## config.mk

```make
export PLATFORM = sky130hd
export DESIGN_NAME = uart_fifo_core_flat
export DESIGN_NICKNAME = d
export VERILOG_FILES = /design/src/rtl/uart_fifo_core_if.sv /design/src/rtl/uart_fifo_core.sv /design/src/flat_wrapper.sv
export SDC_FILE = /design/constraint.sdc
export NUM_CORES = 1
export LEC_CHECK = 0
export ABC_CLOCK_PERIOD_IN_PS = 9700
export CORE_MARGIN = 5
export CORE_UTILIZATION = 45
export DETAILED_ROUTE_END_ITERATION = 8
export REMOVE_ABC_BUFFERS = 1
export SYNTH_ARGS = -nofsm -noshare
export SYNTH_HDL_FRONTEND = slang
export SYNTH_SLANG_ARGS = --single-unit
```

## constraint.sdc

```tcl
create_clock -name clk -period 9.7 [get_ports clk]
set_input_delay 1.94 -clock clk [delete_from_list [all_inputs] [get_ports clk]]
set_output_delay 1.94 -clock clk [all_outputs]
set_load 0.05 [all_outputs]
```

## src/rtl/uart_fifo_core_if.sv

```systemverilog
// Handshake and status bundle between uart_fifo_core and its user logic.
interface uart_fifo_core_if #(
   parameter int DATA_BITS = 8
);
   logic [DATA_BITS-1:0] i_tx_data;
   logic                 i_tx_valid;
   logic                 o_tx_ready;
   logic                 o_tx_busy;
   logic [DATA_BITS-1:0] o_rx_data;
   logic                 o_rx_valid;
   logic                 i_rx_ready;
   logic                 o_parity_err;
   logic                 o_frame_err;
   logic                 o_overrun;
   logic                 i_clr_overrun;

   modport slave (
      input  i_tx_data, i_tx_valid, i_rx_ready, i_clr_overrun,
      output o_tx_ready, o_tx_busy, o_rx_data, o_rx_valid,
             o_parity_err, o_frame_err, o_overrun
   );

   modport master (
      output i_tx_data, i_tx_valid, i_rx_ready, i_clr_overrun,
      input  o_tx_ready, o_tx_busy, o_rx_data, o_rx_valid,
             o_parity_err, o_frame_err, o_overrun
   );
endinterface

```

## src/rtl/uart_fifo_core.sv

```systemverilog
// Full-duplex UART: TX FIFO feeding a frame serializer, RX deserializer with valid/ready
// output and parity/framing/overrun status. Frame format is fixed by parameters.
module uart_fifo_core #(
   parameter int DATA_BITS       = 8,
   parameter int PARITY_MODE     = 0,
   parameter int STOP_BITS       = 1,
   parameter int TIMER_BITS      = 10,
   parameter int CLOCKS_PER_BAUD = 868,
   parameter int HALF_PER_BAUD   = 434,
   parameter int FIFO_AW         = 4
) (
   input  logic              clk,
   input  logic              i_reset,
   uart_fifo_core_if.slave   bus,
   input  logic              uart_txd_in,
   output logic              uart_rxd_out
);
   localparam int DEPTH = 2**FIFO_AW;
   localparam logic [TIMER_BITS-1:0] BAUD_RELOAD = TIMER_BITS'(CLOCKS_PER_BAUD - 1);
   localparam logic [TIMER_BITS-1:0] HALF_RELOAD = TIMER_BITS'(HALF_PER_BAUD - 1);
   localparam logic [3:0] DATA_LAST = 4'(DATA_BITS - 1);
   localparam logic [3:0] STOP_LAST = 4'(STOP_BITS - 1);
   localparam logic       ODD       = (PARITY_MODE == 1);

   typedef enum logic [2:0] {S_IDLE, S_START, S_DATA, S_PARITY, S_STOP} state_t;

   // ---------------- TX FIFO ----------------
   logic [DATA_BITS-1:0] mem_q [DEPTH];
   logic [FIFO_AW-1:0]   wr_ptr_q, rd_ptr_q;
   logic [FIFO_AW:0]     count_q, count_d;
   logic                 push, pop, tx_ready;

   assign tx_ready = (count_q != (FIFO_AW+1)'(DEPTH));
   assign push     = bus.i_tx_valid & tx_ready;

   always_comb begin
      count_d = count_q;
      case ({push, pop})
         2'b10:   count_d = count_q + 1'b1;
         2'b01:   count_d = count_q - 1'b1;
         default: count_d = count_q;
      endcase
   end

   always_ff @(posedge clk) begin
      if (push) mem_q[wr_ptr_q] <= bus.i_tx_data;
   end

   always_ff @(posedge clk or posedge i_reset) begin
      if (i_reset) begin
         wr_ptr_q <= '0;
         rd_ptr_q <= '0;
         count_q  <= '0;
      end else begin
         if (push) wr_ptr_q <= wr_ptr_q + 1'b1;
         if (pop)  rd_ptr_q <= rd_ptr_q + 1'b1;
         count_q <= count_d;
      end
   end

   // ---------------- TX FSM ----------------
   state_t                tx_state_q, tx_state_d;
   logic [TIMER_BITS-1:0] tx_timer_q, tx_timer_d;
   logic [3:0]            tx_bits_q, tx_bits_d;
   logic [DATA_BITS-1:0]  tx_shift_q, tx_shift_d;
   logic                  tx_par_q, tx_par_d, txd_q, txd_d, tx_tick;

   assign tx_tick = (tx_timer_q == '0);

   always_comb begin
      tx_state_d = tx_state_q;
      tx_timer_d = tx_timer_q;
      tx_bits_d  = tx_bits_q;
      tx_shift_d = tx_shift_q;
      tx_par_d   = tx_par_q;
      pop        = 1'b0;
      case (tx_state_q)
         S_IDLE: begin
            if (count_q != '0) begin
               pop        = 1'b1;
               tx_state_d = S_START;
               tx_timer_d = BAUD_RELOAD;
            end
         end
         S_START, S_DATA, S_PARITY, S_STOP: begin
            if (!tx_tick) begin
               tx_timer_d = tx_timer_q - 1'b1;
            end else begin
               tx_timer_d = BAUD_RELOAD;
               case (tx_state_q)
                  S_START: begin
                     tx_state_d = S_DATA;
                     tx_bits_d  = DATA_LAST;
                  end
                  S_DATA: begin
                     tx_shift_d = tx_shift_q >> 1;
                     tx_bits_d  = tx_bits_q - 1'b1;
                     if (tx_bits_q == '0) begin
                        tx_state_d = (PARITY_MODE != 0) ? S_PARITY : S_STOP;
                        tx_bits_d  = STOP_LAST;
                     end
                  end
                  S_PARITY: begin
                     tx_state_d = S_STOP;
                     tx_bits_d  = STOP_LAST;
                  end
                  default: begin
                     tx_bits_d = tx_bits_q - 1'b1;
                     if (tx_bits_q == '0) begin
                        // back-to-back frames: pop straight from STOP, no idle bit-time
                        if (count_q != '0) begin
                           pop        = 1'b1;
                           tx_state_d = S_START;
                        end else begin
                           tx_state_d = S_IDLE;
                        end
                     end
                  end
               endcase
            end
         end
         default: tx_state_d = S_IDLE;
      endcase
      if (pop) begin
         tx_shift_d = mem_q[rd_ptr_q];
         tx_par_d   = (^mem_q[rd_ptr_q]) ^ ODD;
      end
      case (tx_state_q)
         S_START:  txd_d = 1'b0;
         S_DATA:   txd_d = tx_shift_q[0];
         S_PARITY: txd_d = tx_par_q;
         default:  txd_d = 1'b1;
      endcase
   end

   always_ff @(posedge clk or posedge i_reset) begin
      if (i_reset) begin
         tx_state_q <= S_IDLE;
         tx_timer_q <= '0;
         tx_bits_q  <= '0;
         tx_shift_q <= '0;
         tx_par_q   <= 1'b0;
         txd_q      <= 1'b1;
      end else begin
         tx_state_q <= tx_state_d;
         tx_timer_q <= tx_timer_d;
         tx_bits_q  <= tx_bits_d;
         tx_shift_q <= tx_shift_d;
         tx_par_q   <= tx_par_d;
         txd_q      <= txd_d;
      end
   end

   assign uart_rxd_out   = txd_q;
   assign bus.o_tx_ready = tx_ready;
   assign bus.o_tx_busy  = (count_q != '0) || (tx_state_q != S_IDLE);

   // ---------------- RX path ----------------
   state_t                rx_state_q, rx_state_d;
   logic [TIMER_BITS-1:0] rx_timer_q, rx_timer_d;
   logic [3:0]            rx_bits_q, rx_bits_d;
   logic [DATA_BITS-1:0]  rx_shift_q, rx_shift_d, rx_data_q, rx_data_d;
   logic                  sync1_q, sync2_q, prev_q;
   logic                  rx_par_q, rx_par_d, rx_tick, rx_done;
   logic                  rx_valid_q, rx_valid_d, perr_q, perr_d, ferr_q, ferr_d;
   logic                  ovr_q, ovr_d;

   assign rx_tick = (rx_timer_q == '0);

   always_comb begin
      rx_state_d = rx_state_q;
      rx_timer_d = rx_timer_q - 1'b1;
      rx_bits_d  = rx_bits_q;
      rx_shift_d = rx_shift_q;
      rx_par_d   = rx_par_q;
      rx_done    = 1'b0;
      case (rx_state_q)
         S_IDLE: begin
            rx_timer_d = rx_timer_q;
            if (prev_q && !sync2_q) begin
               rx_state_d = S_START;
               rx_timer_d = HALF_RELOAD;
            end
         end
         S_START: if (rx_tick) begin
            rx_timer_d = BAUD_RELOAD;
            rx_bits_d  = DATA_LAST;
            rx_state_d = sync2_q ? S_IDLE : S_DATA;
         end
         S_DATA: if (rx_tick) begin
            rx_timer_d = BAUD_RELOAD;
            rx_shift_d = {sync2_q, rx_shift_q[DATA_BITS-1:1]};
            rx_bits_d  = rx_bits_q - 1'b1;
            if (rx_bits_q == '0) rx_state_d = (PARITY_MODE != 0) ? S_PARITY : S_STOP;
         end
         S_PARITY: if (rx_tick) begin
            rx_timer_d = BAUD_RELOAD;
            rx_par_d   = sync2_q;
            rx_state_d = S_STOP;
         end
         S_STOP: if (rx_tick) begin
            rx_done    = 1'b1;
            rx_state_d = S_IDLE;
         end
         default: rx_state_d = S_IDLE;
      endcase

      rx_data_d  = rx_data_q;
      perr_d     = perr_q;
      ferr_d     = ferr_q;
      rx_valid_d = rx_valid_q & ~bus.i_rx_ready;
      ovr_d      = ovr_q & ~bus.i_clr_overrun;
      if (rx_done) begin
         if (!rx_valid_q || bus.i_rx_ready) begin
            rx_data_d  = rx_shift_q;
            perr_d     = (PARITY_MODE != 0) && (rx_par_q != ((^rx_shift_q) ^ ODD));
            ferr_d     = ~sync2_q;
            rx_valid_d = 1'b1;
         end else begin
            ovr_d = 1'b1;
         end
      end
   end

   always_ff @(posedge clk or posedge i_reset) begin
      if (i_reset) begin
         sync1_q    <= 1'b1;
         sync2_q    <= 1'b1;
         prev_q     <= 1'b1;
         rx_state_q <= S_IDLE;
         rx_timer_q <= '0;
         rx_bits_q  <= '0;
         rx_shift_q <= '0;
         rx_par_q   <= 1'b0;
         rx_data_q  <= '0;
         rx_valid_q <= 1'b0;
         perr_q     <= 1'b0;
         ferr_q     <= 1'b0;
         ovr_q      <= 1'b0;
      end else begin
         sync1_q    <= uart_txd_in;
         sync2_q    <= sync1_q;
         prev_q     <= sync2_q;
         rx_state_q <= rx_state_d;
         rx_timer_q <= rx_timer_d;
         rx_bits_q  <= rx_bits_d;
         rx_shift_q <= rx_shift_d;
         rx_par_q   <= rx_par_d;
         rx_data_q  <= rx_data_d;
         rx_valid_q <= rx_valid_d;
         perr_q     <= perr_d;
         ferr_q     <= ferr_d;
         ovr_q      <= ovr_d;
      end
   end

   assign bus.o_rx_data    = rx_data_q;
   assign bus.o_rx_valid   = rx_valid_q;
   assign bus.o_parity_err = perr_q;
   assign bus.o_frame_err  = ferr_q;
   assign bus.o_overrun    = ovr_q;
endmodule

```

## src/flat_wrapper.sv

```systemverilog
// flat-port wrapper written by rule: the top's interface ports become plain ports
module uart_fifo_core_flat 
#(
   parameter int DATA_BITS       = 8,
   parameter int PARITY_MODE     = 0,
   parameter int STOP_BITS       = 1,
   parameter int TIMER_BITS      = 10,
   parameter int CLOCKS_PER_BAUD = 868,
   parameter int HALF_PER_BAUD   = 434,
   parameter int FIFO_AW         = 4
)
  (clk, i_reset, uart_txd_in, uart_rxd_out, bus_i_tx_data, bus_i_tx_valid, bus_i_rx_ready, bus_i_clr_overrun, bus_o_tx_ready, bus_o_tx_busy, bus_o_rx_data, bus_o_rx_valid, bus_o_parity_err, bus_o_frame_err, bus_o_overrun);
  uart_fifo_core_if #(.DATA_BITS(DATA_BITS)) bus_i ();
  input  logic clk;
  input  logic i_reset;
  input  logic uart_txd_in;
  output logic uart_rxd_out;
  input wire logic [$bits(bus_i.i_tx_data)-1:0] bus_i_tx_data;
  input wire logic [$bits(bus_i.i_tx_valid)-1:0] bus_i_tx_valid;
  input wire logic [$bits(bus_i.i_rx_ready)-1:0] bus_i_rx_ready;
  input wire logic [$bits(bus_i.i_clr_overrun)-1:0] bus_i_clr_overrun;
  output wire logic [$bits(bus_i.o_tx_ready)-1:0] bus_o_tx_ready;
  output wire logic [$bits(bus_i.o_tx_busy)-1:0] bus_o_tx_busy;
  output wire logic [$bits(bus_i.o_rx_data)-1:0] bus_o_rx_data;
  output wire logic [$bits(bus_i.o_rx_valid)-1:0] bus_o_rx_valid;
  output wire logic [$bits(bus_i.o_parity_err)-1:0] bus_o_parity_err;
  output wire logic [$bits(bus_i.o_frame_err)-1:0] bus_o_frame_err;
  output wire logic [$bits(bus_i.o_overrun)-1:0] bus_o_overrun;
  assign bus_i.i_tx_data = bus_i_tx_data;
  assign bus_i.i_tx_valid = bus_i_tx_valid;
  assign bus_i.i_rx_ready = bus_i_rx_ready;
  assign bus_i.i_clr_overrun = bus_i_clr_overrun;
  assign bus_o_tx_ready = bus_i.o_tx_ready;
  assign bus_o_tx_busy = bus_i.o_tx_busy;
  assign bus_o_rx_data = bus_i.o_rx_data;
  assign bus_o_rx_valid = bus_i.o_rx_valid;
  assign bus_o_parity_err = bus_i.o_parity_err;
  assign bus_o_frame_err = bus_i.o_frame_err;
  assign bus_o_overrun = bus_i.o_overrun;
  uart_fifo_core #(.DATA_BITS(DATA_BITS), .PARITY_MODE(PARITY_MODE), .STOP_BITS(STOP_BITS), .TIMER_BITS(TIMER_BITS), .CLOCKS_PER_BAUD(CLOCKS_PER_BAUD), .HALF_PER_BAUD(HALF_PER_BAUD), .FIFO_AW(FIFO_AW)) u_core (.clk(clk), .i_reset(i_reset), .bus(bus_i), .uart_txd_in(uart_txd_in), .uart_rxd_out(uart_rxd_out));
endmodule
```

### After elaboration in Yosys (flattened, before gate mapping)

Memory sizes are Yosys's and may differ from the RTL's.
Cells that the tools add are included.

| word-level totals | value |
|---|---|
| register bits after elaboration | 79 |
| RAM bits | 128 |
| input bits | 14 |
| output and inout bits | 15 |
| word-level logic and storage cells | 132 |
| memories kept | 1 |

| operators by class | value |
|---|---|
| add/sub/neg operators | 8 |
| eq/ne operators | 21 |
| multiplexer cells | 45 |
| bitwise operators | 6 |
| reductions and logical operators | 31 |

Memory list:

| name | words | width | rd ports | clocked after Yosys merged registers in | write ports | RTL line | RTL |
|---|---|---|---|---|---|---|---|
| u_core.mem_q | 16 | 8 | 1 | 0 | 1 | uart_fifo_core.sv:28 | `logic [DATA_BITS-1:0] mem_q [DEPTH];` |

Operators with widths:

| kind | number |
|---|---|
| $mux 10 | 4 |
| $pmux 10 s2 | 2 |
| $mux 8 | 4 |
| $mux 3 | 10 |
| $logic_not 10->1 | 2 |
| $sub 10x1->10 const B | 2 |
| $ne 2x1->1 const B | 8 |
| $pmux 3 s5 | 1 |
| $mux 1 | 13 |
| $eq 3x2->1 const B | 4 |
| $mux 4 | 3 |
| $pmux 4 s3 | 1 |
| $reduce_bool 2->1 | 6 |
| $pmux 5 s2 | 1 |
| $pmux 3 s3 | 1 |
| $add 4x1->4 const B | 2 |
| $logic_not 4->1 | 2 |
| $pmux 4 s2 | 1 |
| $reduce_and 2->1 | 4 |
| $reduce_xor 8->1 | 1 |
| $sub 4x1->4 const B | 2 |
| $eq 3x1->1 const B | 2 |
| $eq 3x3->1 const B | 2 |
| $logic_not 3->1 | 2 |
| 23 further kinds | 31 |

### Logic depth before layout (Yosys ltp)

| logic depth | value |
|---|---|
| depth in word-level cells | 8 |
| depth in mapped cells | 18 |
| mapped depth without buffers | 16 |

### Worst setup path after synthesis

OpenSTA, ideal clock, no wires.

| timing | value |
|---|---|
| path type | input to register |
| start point | input bus_i_tx_valid |
| end point | register u_core.count_q[4] |
| setup time | 0.125 ns |
| arrival time | 3.830 ns |
| required time | 9.575 ns |
| path slack | 5.745 ns |
| cell stages on the path | 13 |
| path buffers | 2 |
| cell sequence | and2_1 -> clkbuf_1 -> inv_1 -> ha_1 -> clkbuf_1 -> xor2_1 -> ha_1 -> o21ai_0 -> a21oi_1 -> a21oi_1 -> xor2_1 -> nor2_1 -> xor2_1 |

| on the way | value |
|---|---|
| word-level cells in the longest chain between the ends | 3 |
| elaborated cells between the ends (all ways) | 5 |
| classes of those cells | eq/ne (2); mux (1); bitwise (1); reduce/logical (1) |

RTL lines:

| item | RTL line | RTL |
|---|---|---|
| start, declared | flat_wrapper.sv:19 | `input wire logic [$bits(bus_i.i_tx_valid)-1:0] bus_i_tx_valid;` |
| $and 1x1->1 (*) | uart_fifo_core.sv:34 | `assign push = bus.i_tx_valid & tx_ready;` |
| $eq 2x1->1 or $eq 2x2->1 (tied branches) | uart_fifo_core.sv:38 | `case ({push, pop})` |
| $pmux 5 s2 or $reduce_bool 2->1 (tied branches) | - |  |
| end signal, assigned | uart_fifo_core.sv:57 | `count_q <= count_d;` |
| end, declared | uart_fifo_core.sv:30 | `logic [FIFO_AW:0] count_q, count_d;` |

Every way passes the cells marked *; elsewhere a longest branch is shown, timed or not.
A chain may end at the register's enable or synchronous reset.

### Worst setup path in the final report

| timing | value |
|---|---|
| start point | register u_core.count_q[1] |
| end point | output bus_o_tx_busy |

| on the way | value |
|---|---|
| word-level cells in the longest chain between the ends | 2 |

RTL lines:

| item | RTL line | RTL |
|---|---|---|
| $reduce_bool 5->1 | uart_fifo_core.sv:156 | `assign bus.o_tx_busy = (count_q != '0) \|\| (tx_state_q != S_IDLE);` |
| $logic_or 1x1->1 | uart_fifo_core.sv:156 |  |
| end, declared | flat_wrapper.sv:23 | `output wire logic [$bits(bus_i.o_tx_busy)-1:0] bus_o_tx_busy;` |

Every way passes these cells.

==> impl_summary.md <==
Status
The flow ran to the end, and the final reports show no timing, DRC or antenna violations.

Timing
Setup repair after global routing left no endpoint under its margin. Setup violations remaining at the end of the flow were counted as 0. In the final timing run, aggregate negative setup slack is 0 ps. The worst path uses 48.2% of the clock period. The setup skew after layout is 15.7 ps. The time the worst path needs with I/O delays and setup is 4680 ps. The final hold slack is 355 ps. The number of pins exceeding their max-slew limit in the final report came to 0.

The worst relative slew slack is 19.9%. The final worst slack is 5020 ps. The slew of the pin with the lowest slew margin is 1190 ps. The peak clock frequency supported by timing is 214 MHz. The hold violation total from the final report is 0.

Routing
In this run the remaining antenna-violating nets after routing total 0. The pre-antenna-repair detailed-routing pass consisted of 4 iterations. Dividing the detail-routed wire length by the instance count gives 17.8 microns. Using the TritonRoute via totals, the vias-per-cell ratio works out to 5.38.

Detailed routing inserted a total of 4,944 vias. After detailed routing, the total wire length is 16,400 microns. After the first detailed-routing iteration, the DRC count stood at 363.

The DRC violation count after routing is 0.

Die
The core region is 19,400 sq um. The initial standard-cell utilization of the core is 45.5%. The die area is 22,500 sq um. The count of pins on the block boundary is 29. The horizontal die dimension is 150 microns.

The initialized floorplan defines 51 standard-cell rows. The die extent in y is 150 microns.

Worst setup path
Grouping stages by cell kind, the critical path spends the most delay in simple AND/OR/NAND/NOR gates. The category of the worst setup path capture point is an output port. The highest fanout seen on the critical path is 9. The data arrival time of the critical path is 2740 ps.

The standard cell with the maximum stage delay on the critical path is clkdlybuf4s50_1. The startpoint type of the worst setup path is a flip-flop. Counting both buffers and inverters, the worst setup path holds a total of 1. Traced cell by cell, the critical path runs through or4_1 > nor2_1 > nand3_1 > clkdlybuf4s50_1. By startpoint and endpoint, the worst setup path is classified as reg -> out. STA puts the critical path data required time at 7760 ps. In this design, the stage delay of the slowest critical-path cell is 730 ps.

Yosys
The sequential element share of the synthesized area is 66.0%. The most common flop cell mapped by yosys is edfxtp_1. After synthesis, the cell types taking the most area are edfxtp_1, dfrtp_1, mux4_2. The most used standard cell by instance count after synthesis is edfxtp_1.

The synthesized design spends more area on one cell type than any other, namely edfxtp_1. The number of different library cells used by synthesis comes to 49. The commonest cells after synthesis are edfxtp_1, dfrtp_1, nand2_1. The number of cells produced by synthesis is 616. The share of async-settable or async-resettable flops after synthesis is 38.2%. Counting flops with a built-in enable in the synthesized netlist gives 128. The synthesized design contains 207 register bits. The cell area that synthesis handed to floorplanning was 8830 sq um. The average instance in the mapped netlist occupies 14.3 sq um. The count of yosys warnings during synthesis is 0.

The area share of the largest cell type after synthesis is 43.5%.

Clocking
Post-CTS repair changed the size of 0 cells. The clock insertion delay at the later pin of the skew report is 500 ps. The maximum buffer depth of the clock tree is 3. The number of sinks driven by the clock tree is 207. TritonCTS built the clock tree. The root buffer selected by CTS is clkbuf_16. The number of buffers inserted to repair setup after CTS is 0.

After clock tree synthesis, the clock-pin slew on the worst setup and hold paths is 50 ps. The number of clock buffers added by TritonCTS is 22. Hold repair after CTS inserted 0 buffers. The depth of the CTS H-tree is 1.

Power and ir drop
The total power consumption of the routed design is 2.11 mW. The analysis attributes to cell leakage a power of 3.67 nW. In this run the power density over the cells is 212 nW/um^2. The highest ir drop seen on vdd is 0.149 mV.

Cells and area
The layout overhead on the synthesized area is 13.0%. Measured on the finished design, the core utilization comes to 51.4%. The share of layout cells above drive strength 1 is 14.8%. The number of nets in the finished design is 668. The diode insertion count for antenna repair is 0.

Leaving out filler cells and counting taps, the final layout contains 919. The final non-filler cell area is 9980 sq um.

GRT
The number of global-route vias before repair is 5,204. The initial antenna violation count is 0. Entering global routing, the biggest net connects 80 pins. The first global-routing pass estimated 27,300 microns of wire. The sum of overflow across all layers after global routing is 0. Across every metal layer, demand over resource in global routing totals 15.3%.

Placement
The final weighted congestion in routability-driven placement is 0.800. Before CTS, the worst setup slack after placement is 5200 ps. The placed instances occupy a cell area of 9330 sq um.

After legalization and detailed placement, the total HPWL measured 10,800 microns. The number of placed instances, taps included is 882. The count of input and output buffers is 27.

Job
The max-cap violation count is 0.

Min path
The min-delay analysis places its worst path in the category reg -> reg.
[state kept, by name, summed over array words and instances (netlist names)]
register and flops:
u_core.sync2_q 1, u_core.bus.o_frame_err 1, u_core.wr_ptr_q 4, u_core.rd_ptr_q 4, u_core.sync1_q 1, u_core.rx_shift_q 8, u_core.rx_timer_q 10, u_core.tx_timer_q 10
u_core.rx_bits_q 4, u_core.tx_shift_q 8, u_core.bus.o_overrun 1, u_core.tx_state_q 3, u_core.prev_q 1, u_core.count_q 5, u_core.tx_bits_q 4, u_core.mem_q 128
u_core.bus.o_rx_data 8, u_core.bus.o_rx_valid 1, u_core.uart_rxd_out 1, u_core.rx_state_q 3, u_core.tx_par_q 1
[worst paths after layout]
| path | cells past startpoint | slack [ps] | from | end |
|---|---|---|---|---|
| min in group asynchronous | 3 | 2090 | i_reset | u_core.tx_timer_q[7]$_DFFE_PP0P_ |
| max reg2reg | 16 | 6040 | u_core.tx_timer_q[0]$_DFFE_PP0P_ | u_core.count_q[4]$_DFFE_PP0P_ |
| max | 4 | 5020 | u_core.count_q[1]$_DFFE_PP0P_ | bus_o_tx_busy |
| max in group asynchronous | 3 | 6920 | i_reset | u_core.rd_ptr_q[0]$_DFFE_PP0N_ |
| min reg2reg | 0 | 360 | u_core.sync1_q$_DFF_PP1_ | u_core.sync2_q$_DFF_PP1_ |
| min | 0 | 360 | u_core.sync1_q$_DFF_PP1_ | u_core.sync2_q$_DFF_PP1_ |
[routing by layer]
layer / routed length, microns / track usage (%)
met2: 7920 / 25.0
met3: 597 / 2.83
met5: 0 / 0
met1: 7310 / 20.8
met4: 581 / 5.17
[cells in the final DEF (no fill, tap or decap), types with 7 or more instances in the layout]
cell,n
a21oi_1,19
a22oi_1,17
clkbuf_16,22
clkdlybuf4s50_1,27
dfrtp_1,73
edfxtp_1,128
ha_1,13
inv_1,20
mux2_2,20
mux2i_1,9
mux4_2,32
nand2_1,62
nand2b_1,9
nor2_1,41
nor3_1,15
o21ai_0,36
xnor2_1,21
xor2_1,7
[area by class of cell]
type | count | area, sq um
Clock buffer | 30 | 601
Clock inverter | 7 | 42.5
Fill cell | 1644 | 9420
Inverter | 21 | 80.1
Multi-Input combinational cell | 359 | 2800
Sequential cell | 207 | 5830
Tap cell | 265 | 332
Timing Repair Buffer | 30 | 293
[power breakdown]
group | internal, mW | total, mW | switching, mW
Clock | 0.431 | 0.745 | 0.314
Sequential | 1.03 | 1.10 | 0.0661
Combinational | 0.103 | 0.269 | 0.167
[kinds of logic after synthesis]
group / count (synthesis) / synth area share (%)
multiplexers: 61 / 11.7
adder cells (fa/ha/maj): 13 / 1.84
XOR/XNOR: 28 / 2.78
buffers and inverters: 50 / 2.32
other: 1 / 0.0425
flip-flops: 207 / 66.0
AND/OR/NAND/NOR: 165 / 8.80
AO/OA/AOI/OAI: 91 / 6.53
Note: power is estimated with default switching activity, not from simulation.
